===== src/rtl/snd_dsd_pkg.sv =====
// Shared types and constants for the DSD serializer: FSM states and
// the silence-word builder.
package snd_dsd_pkg;

   localparam int unsigned IDLE_W_MAX    = 256;
   localparam logic [7:0]  IDLE_BYTE_DEF = 8'h69;

   typedef enum logic [1:0] {
      IDLE,
      PRIME,
      RUN
   } dsd_state_t;

   // Replicates the silence byte word_w/8 times into the low bits of a
   // maximum-width vector; callers slice off the width they need.
   function automatic logic [IDLE_W_MAX-1:0] idle_word(input int unsigned word_w,
                                                      input logic [7:0]  idle_byte);
      logic [IDLE_W_MAX-1:0] w;
      w = '0;
      for (int unsigned i = 0; i < IDLE_W_MAX / 8; i++) begin
         if (i < word_w / 8) begin
            w[i*8 +: 8] = idle_byte;
         end
      end
      return w;
   endfunction

endpackage


===== src/rtl/snd_dsd_chshift.sv =====
// One DSD channel: MSB-first shift register with word load, zero fill
// on shift and a registered MSB output.
module snd_dsd_chshift
   import snd_dsd_pkg::*;
#(
   parameter int unsigned       WORD_W   = 32,
   parameter logic [WORD_W-1:0] RST_WORD = '0
) (
   input  logic              MCLK,
   input  logic              MRST,
   input  logic              load,
   input  logic              shift,
   input  logic [WORD_W-1:0] load_word,
   output logic              msb
);

   logic [WORD_W-1:0] sreg;

   always_ff @(posedge MCLK or negedge MRST) begin
      if (!MRST) begin
         sreg <= RST_WORD;
      end else if (load) begin
         sreg <= load_word;
      end else if (shift) begin
         sreg <= {sreg[WORD_W-2:0], 1'b0};
      end
   end

   assign msb = sreg[WORD_W-1];

endmodule


===== src/rtl/snd_dsd_serializer.sv =====
// Stereo DSD serializer: one-deep hold buffer fed by valid/ready, words
// shifted out MSB-first on BCLK falling ticks, silence on idle/starvation.
module snd_dsd_serializer
   import snd_dsd_pkg::*;
#(
   parameter int unsigned WORD_W    = 32,
   parameter logic [7:0]  IDLE_BYTE = IDLE_BYTE_DEF
) (
   input  logic              MCLK,
   input  logic              MRST,
   input  logic              BCLK,
   input  logic              EN,
   input  logic [WORD_W-1:0] S_DATA_L,
   input  logic [WORD_W-1:0] S_DATA_R,
   input  logic              S_VALID,
   output logic              S_READY,
   output logic              DSD_CLK,
   output logic              DSD_L,
   output logic              DSD_R,
   output logic              UNDERRUN,
   input  logic              CLR_UNDERRUN
);

   localparam logic [IDLE_W_MAX-1:0] IDLE_FULL = idle_word(WORD_W, IDLE_BYTE);
   localparam logic [WORD_W-1:0]     IDLE_WORD = IDLE_FULL[WORD_W-1:0];
   localparam int unsigned           CNT_W     = (WORD_W > 1) ? $clog2(WORD_W) : 1;
   localparam logic [CNT_W-1:0]      LAST_BIT  = CNT_W'(WORD_W - 1);

   dsd_state_t        state;
   dsd_state_t        state_nx;
   logic              bclk_d;
   logic              fall;
   logic              boundary;
   logic [CNT_W-1:0]  bitcnt;
   logic              hold_valid;
   logic [WORD_W-1:0] hold_l;
   logic [WORD_W-1:0] hold_r;
   logic              accept;
   logic              load_hold;
   logic              clr_hold;
   logic              set_underrun;
   logic [WORD_W-1:0] load_l;
   logic [WORD_W-1:0] load_r;

   // BCLK is only sampled; its falling edge becomes a one-MCLK tick.
   always_ff @(posedge MCLK or negedge MRST) begin
      if (!MRST) begin
         bclk_d <= 1'b0;
      end else begin
         bclk_d <= BCLK;
      end
   end

   assign fall     = bclk_d & ~BCLK;
   assign DSD_CLK  = bclk_d;
   assign boundary = fall && (bitcnt == LAST_BIT);

   always_ff @(posedge MCLK or negedge MRST) begin
      if (!MRST) begin
         bitcnt <= LAST_BIT;
      end else if (fall) begin
         if (bitcnt == LAST_BIT) begin
            bitcnt <= '0;
         end else begin
            bitcnt <= bitcnt + 1'b1;
         end
      end
   end

   assign S_READY = ~hold_valid & (state != IDLE);
   assign accept  = S_VALID & S_READY;

   // A discard at a disabled boundary overrides an accept in the same cycle.
   always_ff @(posedge MCLK or negedge MRST) begin
      if (!MRST) begin
         hold_valid <= 1'b0;
         hold_l     <= '0;
         hold_r     <= '0;
      end else begin
         if (clr_hold) begin
            hold_valid <= 1'b0;
         end else if (accept) begin
            hold_valid <= 1'b1;
         end
         if (accept) begin
            hold_l <= S_DATA_L;
            hold_r <= S_DATA_R;
         end
      end
   end

   always_ff @(posedge MCLK or negedge MRST) begin
      if (!MRST) begin
         state <= IDLE;
      end else begin
         state <= state_nx;
      end
   end

   always_comb begin
      state_nx = state;
      case (state)
         IDLE: begin
            if (EN) begin
               state_nx = PRIME;
            end
         end
         PRIME: begin
            if (boundary) begin
               if (!EN) begin
                  state_nx = IDLE;
               end else if (hold_valid) begin
                  state_nx = RUN;
               end
            end
         end
         RUN: begin
            if (boundary && !EN) begin
               state_nx = IDLE;
            end
         end
         default: state_nx = IDLE;
      endcase
   end

   always_comb begin
      load_hold    = 1'b0;
      clr_hold     = 1'b0;
      set_underrun = 1'b0;
      if (boundary) begin
         case (state)
            PRIME, RUN: begin
               if (!EN) begin
                  clr_hold = 1'b1;
               end else if (hold_valid) begin
                  load_hold = 1'b1;
                  clr_hold  = 1'b1;
               end else if (state == RUN) begin
                  set_underrun = 1'b1;
               end
            end
            default: begin
               load_hold = 1'b0;
            end
         endcase
      end
   end

   // Set takes priority over a coincident clear.
   always_ff @(posedge MCLK or negedge MRST) begin
      if (!MRST) begin
         UNDERRUN <= 1'b0;
      end else if (set_underrun) begin
         UNDERRUN <= 1'b1;
      end else if (CLR_UNDERRUN) begin
         UNDERRUN <= 1'b0;
      end
   end

   assign load_l = load_hold ? hold_l : IDLE_WORD;
   assign load_r = load_hold ? hold_r : IDLE_WORD;

   snd_dsd_chshift #(
      .WORD_W   (WORD_W),
      .RST_WORD (IDLE_WORD)
   ) u_shift_l (
      .MCLK      (MCLK),
      .MRST      (MRST),
      .load      (boundary),
      .shift     (fall & ~boundary),
      .load_word (load_l),
      .msb       (DSD_L)
   );

   snd_dsd_chshift #(
      .WORD_W   (WORD_W),
      .RST_WORD (IDLE_WORD)
   ) u_shift_r (
      .MCLK      (MCLK),
      .MRST      (MRST),
      .load      (boundary),
      .shift     (fall & ~boundary),
      .load_word (load_r),
      .msb       (DSD_R)
   );

endmodule


===== config.mk =====
export PLATFORM = sky130hd
export DESIGN_NAME = snd_dsd_serializer
export DESIGN_NICKNAME = d
export VERILOG_FILES = /design/src/rtl/snd_dsd_pkg.sv /design/src/rtl/snd_dsd_chshift.sv /design/src/rtl/snd_dsd_serializer.sv
export SDC_FILE = /design/constraint.sdc
export NUM_CORES = 1
export LEC_CHECK = 0
export ABC_AREA = 1
export ABC_CLOCK_PERIOD_IN_PS = 2300
export BUFFER_PORTS_ARGS = -buffer_cell sky130_fd_sc_hd__buf_2
export CAP_MARGIN = 20
export CORE_MARGIN = 8
export CORE_UTILIZATION = 55
export DETAILED_ROUTE_END_ITERATION = 7
export GPL_TIMING_DRIVEN = 0
export PLACE_DENSITY = 0.76
export SLEW_MARGIN = 20
export SYNTH_ARGS = -nofsm -noshare
export SYNTH_HDL_FRONTEND = slang
export SYNTH_HIERARCHICAL = 1
export SYNTH_SLANG_ARGS = --single-unit

===== constraint.sdc =====
create_clock -name MCLK -period 2.3 [get_ports MCLK]
set_input_delay 0.69 -clock MCLK [delete_from_list [all_inputs] [get_ports MCLK]]
set_output_delay 0.69 -clock MCLK [all_outputs]
set_load 0.02 [all_outputs]

==> reports/results.ini <==
[critical_path]
rr_endpoint=u_shift_l/sreg[19]
critPathLaunch=bitcnt[1]
path_delay_family=simple AND/OR/NAND/NOR gates
cp_cell_sequence=ha_1, and3_1, ha_1, inv_1, nand2_1, clkinvlp_4, buf_12, nor2_4, buf_6, nand2_1, nand3_1
critPathLaunchType=flop
reg2regPathDepth=11
critPathMaxFanout=11
critical_path_arrival_ns=2.47
cpPeakStageDelay_ns=0.55
crit_slowest_cell=dfstp_2
critical_path.reg2reg.startpoint=bitcnt[1]
type_of_destination_of_the_critical_path=flop
setup.worst_path.class=flop to flop
cp.depth=11
reg2reg_setup_slack_ns=0.18
worstPathRequired_ns=2.65
crit_buf_inv=4
worst_setup_path_endpoint=u_shift_l/sreg[19]

[run_status]
run_status=finished clean

[clock_network]
insertion_delay_of_the_later_clocked_pin_in_the_worst_skew_pair_ns=0.41
maximum_buffer_depth_of_the_clock_tree=2
cts.root.buffer_cell=clkbuf_16
ctsHoldBuffers=0
numCtsBuffers=17
cts.sink_count=138
clk_pin_slew_worst_paths_ns=0.05
htree_levels=4
cts_tree=done

[sta]
grt_setup_unrepaired=false
slew_headroom_pct=69.1
report.final.slew_viol_count=0
final_count_of_hold_timing_violations=0
achievable_freq_ghz=0.472
finalCriticalPeriod_ns=2.12
worst-slew-pin-transition_ns=0.464
clock_skew_ns=0.00574
hold_ws_ns=0.199
setup_viol_count_final=0
post-route-period-util_pct=92.2

[power]
share_comb_of_total_power_pct=11.2
power_density_nw_per_um2=762
finalPower_uw=5820
ir_worst_vdd_uv=664
netSwitchingFraction_pct=24.2
p_sw_uw=1410
power.clock.fraction_pct=40.5
share_seq_of_total_power_pct=48.3
internal_power_uw=4410
cellLeakagePower_uw=0.00400

[die]
rows=39
design.portCount=75
die-area_um2=15600
core_area_um2=11500
dieWidth_um=125
start_util_pct=56.7
height_of_the_chip_um=125

[global_routing]
overflow=0
antenna_found_initial=0
wire_length_of_the_first_global_routing_pass_mm=24.8
aggregate_global_route_resource_usage_pct=19.4
grt_pass1_vias=5176
grt_max_degree=79

[detailed_routing]
remaining_drc_errors=0
route.detailed.wl_per_inst_um=15.3
postRouteAntennaNets=0
via_per_inst=5.24
drt_iter0_drc=454
drt-pass1-iter-count=5
drt-total-wl_mm=14.4
vias=4936

[finish]
layout-area-overhead-vs-synth_pct=17.1
fillerInstances=926
stdcell_area_um2=7640
post_route_cells_drive_above_1_share_pct=28.3
insertedDiodeCount=0
finalNetCount=862

[min_path]
min-delay-path-class=input port to asynchronous set/reset pin

[flow_run]
max_cap_violations=0

[logic_synthesis]
syn-cell-area_um2=6530
ys.flop_type=dfrtp_1
synth_nets=767
post_synth_edffs=0
synth_seq_cells=138
synth_cell_types=24
avgSynthCellArea_um2=9.43
async_reset_ff_share_pct=100
syn-instance-count=692
synth_seq_area_share_pct=53.6
ys.warnings.count=6

[place]
numPortBuffers=74
placed_area_um2=7120
hpwlAfterDp_mm=10.0
routabilityCongestion=0.803

power by group through the flow:
stage	clock (uW)	sequential [uW]	combinational, uW
2_1_floorplan	0	2810	432
3_3_place_gp	0	2830	602
3_5_place_dp	0	2850	650
4_1_cts	2400	2810	652
5_1_grt	2530	2830	737
6_report	2360	2810	650
area by class of cell:
cell class / instances / area, um2 / area share, %
clock inverter: 4 / 20.0 / 0.262
tap: 143 / 179 / 2.34
timing repair buffer: 76 / 428 / 5.60
buffer: 42 / 360 / 4.72
sequential: 138 / 3500 / 45.8
inverter: 48 / 184 / 2.41
clock buffer: 27 / 483 / 6.32
multi-input combinational: 464 / 2490 / 32.6
worst reg2reg max path, stage by stage (launching register included):
cell and delay (ns):
dfstp_2 0.55, ha_1 0.19, and3_1 0.17, ha_1 0.20
inv_1 0.05, nand2_1 0.14, clkinvlp_4 0.13, buf_12 0.16
nor2_4 0.17, buf_6 0.17, nand2_1 0.06, nand3_1 0.08
sequential cells by signal, indices dropped and copies added (netlist names):
name	flops
DSD_CLK	1
UNDERRUN	1
bitcnt	5
hold_l	32
hold_r	32
hold_valid	1
state	2
u_shift_l/sreg	32
u_shift_r/sreg	32
timing repair:
item	CTS	global route
setup endpoints to repair	0	39
resized for setup	0	1
endpoints found under the hold margin	0	0
buffers inserted	0	1
per-layer routing:
metal	part of all wire [%]	up-vias	GRT usage (%)
li1	-	2424	-
met1	46	2376	24.9
met2	48	113	31.0
met3	4.7	23	5.91
met4	1.4	0	5.87
met5	0	-	0
metrics by stage:
step           util, %  instances  setup TNS (ns)  setup WS [ns]
2_1_floorplan        -        692               0          0.448
3_3_place_gp      61.5        909         -146.21          -1.27
3_5_place_dp      61.8        910               0          0.130
4_1_cts           66.2        941               0         0.0922
5_1_grt           66.4        942               0         0.0356
6_report          66.4        942               0          0.180
cell usage in the layout, fill, tap and decap left out, types with 2 or more instances in the layout:
| cell type | n |
|---|---|
| nand2_1 | 148 |
| nand3_1 | 127 |
| dfrtp_1 | 101 |
| buf_2 | 91 |
| nor2_1 | 69 |
| inv_1 | 43 |
| dfstp_2 | 37 |
| a21oi_1 | 33 |
| mux2_4 | 32 |
| or2_1 | 28 |
| buf_6 | 24 |
| clkbuf_16 | 17 |
| clkbuf_1 | 8 |
| ha_1 | 5 |
| inv_2 | 4 |
| or2_2 | 4 |
| nand4_1 | 4 |
| clkinv_2 | 4 |
| nor2_4 | 3 |
| nand2_2 | 2 |
| nor2_2 | 2 |
| o21ai_0 | 2 |
| clkbuf_8 | 2 |
worst min path at each step:
stage	endpoint	slack [ns]	startpoint	cells past startpoint
floorplan	DSD_CLK	0.39	MRST	0
global placement	u_shift_r/sreg[0]	0.46	u_shift_r/sreg[0]	2
detailed placement	bitcnt[4]	0.46	bitcnt[4]	2
CTS	hold_r[14]	0.21	MRST	1
global route	hold_r[14]	0.22	MRST	1
finish	hold_r[14]	0.20	MRST	1
kinds of logic after synthesis:
group | Yosys count | synth area share (%)
AO/OA/AOI/OAI | 37 | 2.93
XOR/XNOR | 1 | 0.134
adder cells (fa/ha/maj) | 5 | 0.958
buffers and inverters | 90 | 8.28
flip-flops | 138 | 53.6
multiplexers | 32 | 7.36
AND/OR/NAND/NOR | 389 | 26.7
cells in the mapped netlist (5+ instances only):
master / number / share of area [%]
ha_1: 5 / 0.96
nor2_1: 69 / 4.0
buf_2: 18 / 1.4
or2_1: 28 / 2.7
mux2_4: 32 / 7.4
nand2_1: 148 / 8.5
dfrtp_1: 101 / 39
inv_1: 44 / 2.5
dfstp_2: 37 / 15
nand3_1: 127 / 9.7
a21oi_1: 33 / 2.5
buf_6: 24 / 4.1
No activity file was read; power rests on OpenSTA's default activity.
